==> config.mk <==
export PLATFORM = sky130hd
export DESIGN_NAME = bit_destuff_monitor
export DESIGN_NICKNAME = d
export VERILOG_FILES = /design/src/rtl/bit_destuff_monitor.sv
export SDC_FILE = /design/constraint.sdc
export NUM_CORES = 1
export LEC_CHECK = 0
export BUFFER_PORTS_ARGS = -buffer_cell sky130_fd_sc_hd__buf_2
export CAP_MARGIN = 20
export CORE_MARGIN = 3
export CORE_UTILIZATION = 50
export CTS_CLUSTER_SIZE = 30
export DETAILED_ROUTE_END_ITERATION = 7
export PLACE_DENSITY = 0.73
export SETUP_SLACK_MARGIN = 0.3
export SLEW_MARGIN = 20
export SYNTH_ARGS = -nofsm -noshare
export SYNTH_HDL_FRONTEND = slang
export SYNTH_SLANG_ARGS = --single-unit
==> constraint.sdc <==
create_clock -name clk -period 4.1 [get_ports clk]
set_clock_uncertainty 0.1 [all_clocks]
set_input_delay 0.205 -clock clk [delete_from_list [all_inputs] [get_ports clk]]
set_output_delay 0.205 -clock clk [all_outputs]
set_load 0.05 [all_outputs]
==> src/rtl/bit_destuff_monitor.sv <==
// CAN receive-path bit resolver: majority-votes samples into bits, strips stuff bits
// and flags stuff errors with a sticky flag plus a saturating counter.
module bit_destuff_monitor #(
   parameter int STUFF_LEN   = 5,
   parameter int MAX_SAMPLES = 3,
   parameter int ERR_CNT_W   = 8
) (
   input  logic                               clk,
   input  logic                               resetN,
   input  logic                               dIn,
   input  logic                               samplePulse,
   input  logic                               rateSelector,
   input  logic                               bitBoundary,
   input  logic                               stuffEn,
   input  logic                               errClear,
   output logic                               bitOut,
   output logic                               bitValid,
   output logic                               stuffBit,
   output logic                               errorFrame,
   output logic [ERR_CNT_W-1:0]               errCount,
   output logic [$clog2(STUFF_LEN+1)-1:0]     runLen
);

   localparam int CNT_W = $clog2(MAX_SAMPLES + 1);
   localparam int RUN_W = $clog2(STUFF_LEN + 1);

   logic [CNT_W-1:0]     samp_cnt, ones_cnt, tgt;
   logic [CNT_W-1:0]     cnt_base, ones_base, tgt_eff, cnt_nxt, ones_nxt;
   logic                 accept, resolve, b, last_bit;
   logic                 last_n, bitout_n, valid_n, stuff_n, err_n, is_err;
   logic [RUN_W-1:0]     run_n;
   logic [ERR_CNT_W-1:0] err_base, cnt_n;

   // A boundary coincident with a sample is applied first, so the sample opens the new bit.
   always_comb begin
      cnt_base  = bitBoundary ? '0 : samp_cnt;
      ones_base = bitBoundary ? '0 : ones_cnt;
      tgt_eff   = (cnt_base == '0) ? (rateSelector ? CNT_W'(MAX_SAMPLES) : CNT_W'(1)) : tgt;
      accept    = samplePulse && (cnt_base < tgt_eff);
      cnt_nxt   = cnt_base + CNT_W'(accept);
      ones_nxt  = ones_base + CNT_W'(accept & dIn);
      resolve   = accept && (cnt_nxt == tgt_eff);
      b         = ones_nxt > (tgt_eff >> 1);
   end

   always_comb begin
      last_n   = last_bit;
      bitout_n = bitOut;
      run_n    = stuffEn ? runLen : '0;
      valid_n  = 1'b0;
      stuff_n  = 1'b0;
      is_err   = 1'b0;
      err_base = errClear ? '0 : errCount;
      err_n    = errClear ? 1'b0 : errorFrame;
      if (resolve) begin
         bitout_n = b;
         last_n   = b;
         if (!stuffEn) begin
            valid_n = 1'b1;
            run_n   = '0;
         end else if (runLen == RUN_W'(STUFF_LEN)) begin
            run_n = RUN_W'(1);
            if (b != last_bit) stuff_n = 1'b1;
            else               is_err  = 1'b1;
         end else if (runLen != '0 && b == last_bit) begin
            run_n   = runLen + RUN_W'(1);
            valid_n = 1'b1;
         end else begin
            run_n   = RUN_W'(1);
            valid_n = 1'b1;
         end
      end
      // A new error outranks a coincident clear: count restarts from the cleared value.
      cnt_n = err_base;
      if (is_err) begin
         err_n = 1'b1;
         if (!(&err_base)) cnt_n = err_base + ERR_CNT_W'(1);
      end
   end

   always_ff @(posedge clk or negedge resetN) begin
      if (!resetN) begin
         samp_cnt   <= '0;
         ones_cnt   <= '0;
         tgt        <= '0;
         last_bit   <= 1'b0;
         bitOut     <= 1'b0;
         bitValid   <= 1'b0;
         stuffBit   <= 1'b0;
         errorFrame <= 1'b0;
         errCount   <= '0;
         runLen     <= '0;
      end else begin
         samp_cnt   <= cnt_nxt;
         ones_cnt   <= ones_nxt;
         tgt        <= tgt_eff;
         last_bit   <= last_n;
         bitOut     <= bitout_n;
         bitValid   <= valid_n;
         stuffBit   <= stuff_n;
         errorFrame <= err_n;
         errCount   <= cnt_n;
         runLen     <= run_n;
      end
   end

endmodule

==> out/results.ini <==
[run_status]
outcome=finished clean

[critical_path]
slowest_stage=dfrtp_1
reg2reg_to=errCount[6]
crit_arrival_ns=2.94
cp-startpoint=tgt[1]
worst_setup_path_end_kind=flip-flop
crit_type=flip-flop to flip-flop
r2r_start=tgt[1]
crit_fanout=6
cp-start-kind=flip-flop
critPathMaxStageDelay_ns=0.45
path_cells=inv_1 > a21oi_1 > o31a_1 > and2_1 > ha_1 > nand3b_1 > nor2_1 > a41oi_1 > nand3_1 > nand4_1 > mux2_2
r2r_cells=11
cp-endpoint=errCount[6]
crit_required_ns=4.19
r2r_slack_ns=1.25

[pwr]
leakagePower_uw=0.000725
ir_drop_mv=0.219
finalPower_uw=516
p_int_uw=327
powerDensity_mw_per_mm2=367
seqPwrFrac_pct=48.8
switchingPower_uw=190
pwr-share-clk_pct=18.8
p_comb_share_pct=32.4
switching_share_pct=36.7

[cells_and_area]
seqCellArea_um2=526
multiInputGateArea_um2=671
drive_above_1_share_pct=22.0
instances_no_fill=178
fillers=200
area_growth_pct=14.8
diodes=0
nets=165

[timing]
slew_headroom_pct=69.6
rsz0062_at_grt=false
finalMaxSlewViolations=0
setup_tns_ns=0
fin_crit_sh_pct=69.5
setup_viol=0
fmax_mhz=351
tightest_slew_ns=0.456
finalCriticalPeriod_ns=2.85
final-hold-violation-count=0

[routing]
drt_pass1_iterations=4
drt_iter0_markers=42
viasPerCell=5.63
drt-total-wl_um=2370
antenna_left=0
wire_per_inst_um=13.3
vias=1003
drc=0

[synth]
syn_nets=137
yosysSeqAreaShare_pct=42.9
syn_inst=123
synth_area_mm2=0.00123
synthDistinctLibCells=34
synth_seq_cells=21
yosys_warnings=0
avgSynthCellArea_um2=9.97

[grt]
grt.total_usage_pct=17.4
grt_pass1_vias=955
grt_pass1_wl_um=4260
grt_max_degree=22
grt_overflow=0
grt_antenna_before_repair=0

[floorplan]
die_y_um=55.5
die_x_um=55.5
io_pins=23
start_util_pct=53.9
core_region_area_mm2=0.00228
die_area_mm2=0.00308
std_cell_rows=17

[placed_design]
dpl.hpwl_um=1800
io_buffers=22
gp_congestion=0.819
placedCellCount=173

[flow_run]
max-cap-violations=0

[cts]
cts-root-buf=clkbuf_4
htree_num_levels=1
cts_buffers=3
cts_buffer_depth=2
worstSkewPairLatency_ns=0.30
cts_tree=done
clock-sinks=21
clk_pin_slew_worst_paths_ns=0.11

[min_path]
worst_hold_path_type=input pin to flip-flop

critical path, delay by kind of cell (launching register included):
kind	cells	cell delay (ns)
compound gates	3	0.68
fa+ha+maj	1	0.36
buf+inv	1	0.07
flops	1	0.45
mux	1	0.34
simple gates	5	0.73
cell usage in the layout, fill, tap and decap left out, types with 2 or more instances in the layout:
cell,instances
buf_2,22
dfrtp_1,21
nand2_1,10
inv_1,8
nand3_1,8
nor2b_1,7
nor2_1,6
ha_1,6
nand2b_1,5
nor3_1,5
xnor2_1,4
and3_1,4
mux2i_1,3
xor2_1,3
a21oi_1,3
nand3b_1,3
mux2_2,3
clkbuf_4,3
and2b_1,2
and3b_1,2
nor4_1,2
a41oi_1,2
and2_1,2
o21ai_0,2
power groups by stage:
| stage | Clock, uW | Sequential (uW) | Combinational, uW |
|---|---|---|---|
| floorplan | 0 | 277 | 101 |
| global placement | 0 | 253 | 162 |
| detailed placement | 0 | 255 | 166 |
| CTS | 104 | 251 | 167 |
| global route | 109 | 255 | 186 |
| finish | 96.9 | 252 | 167 |
sequential cells by signal, summed over array words and instances (netlist names):
register	cells
samp_cnt	2
errorFrame	1
tgt	2
bitValid	1
ones_cnt	2
runLen	3
stuffBit	1
errCount	8
last_bit	1
timing repair:
item,in CTS,in global routing
setup buffers,0,0
gates resized for setup,0,0
hold endpoints to repair,21,0
hold buffers,1,0
synthesized netlist by cell type (all sizes together):
cell / instances / area (um^2)
nand2: 10 / 37.5
xor2: 3 / 26.3
inv: 8 / 30.0
nand4b: 1 / 15.0
mux2i: 3 / 30.0
nor2: 6 / 22.5
nor4b: 1 / 8.76
xnor2: 4 / 35.0
mux2: 4 / 48.8
a211o: 1 / 8.76
nor4: 2 / 12.5
a41oi: 2 / 17.5
nand3: 8 / 40.0
and3b: 2 / 17.5
nand4: 1 / 6.26
ha: 6 / 75.1
nor3: 5 / 25.0
or2: 1 / 8.76
and3: 4 / 25.0
o22ai: 1 / 6.26
and2b: 2 / 15.0
a21oi: 3 / 15.0
nor2b: 7 / 43.8
o21ai: 2 / 10.0
and2: 2 / 12.5
o21bai: 1 / 18.8
dfrtp: 21 / 526
o211ai: 1 / 7.51
nand3b: 3 / 22.5
a32o: 1 / 11.3
a21o: 1 / 7.51
nand2b: 5 / 31.3
o31a: 1 / 8.76
layer usage:
metal	share of wire (%)	global-route usage, %
met1	49	23.3
met2	45	27.7
met3	4.0	2.34
met4	2.0	7.99
met5	0	0
layout make-up:
type                       count  share of cell area [%]
multi-input combinational     94                    47.6
sequential                    21                    37.3
timing repair buffer          23                    8.53
tap                           28                    2.49
inverter                       8                    2.13
clock buffer                   4                    1.87
worst min path at each step:
stage                       start           to  slack (ns)  cells past startpoint
final                     stuffEn    runLen[0]         0.1                      3
after global placement     resetN  samp_cnt[1]        0.08                      1
after global routing      stuffEn    runLen[0]        0.10                      3
after detailed placement   resetN  samp_cnt[1]        0.09                      1
after CTS                 stuffEn    runLen[0]        0.09                      3
after floorplan            resetN     bitValid       -0.19                      0
metrics by stage:
| stage | hold slack [ns] | area (um^2) | utilization, % | setup WS, ns |
|---|---|---|---|---|
| floorplan | -0.191 | 1230 | - | 1.44 |
| global placement | 0.0807 | 1370 | 60.3 | 1.36 |
| detailed placement | 0.0887 | 1370 | 60.3 | 1.31 |
| CTS | 0.0895 | 1410 | 61.8 | 1.28 |
| global route | 0.104 | 1410 | 61.8 | 1.09 |
| finish | 0.0986 | 1410 | 61.8 | 1.25 |
kinds of logic (layout without fill, tap and decap cells):
| kind of cell | Yosys count | count (layout) | synth area share [%] |
|---|---|---|---|
| adders and majority gates | 6 | 6 | 6.12 |
| AOI/OAI and AO/OA | 14 | 14 | 9.08 |
| DFF | 21 | 21 | 42.9 |
| and+or+nand+nor | 60 | 60 | 28.1 |
| muxes | 7 | 7 | 6.43 |
| xor gates and xnor gates | 7 | 7 | 5.00 |
| buffers and inverters | 8 | 35 | 2.45 |
Note: power is estimated with default switching activity, not from simulation.
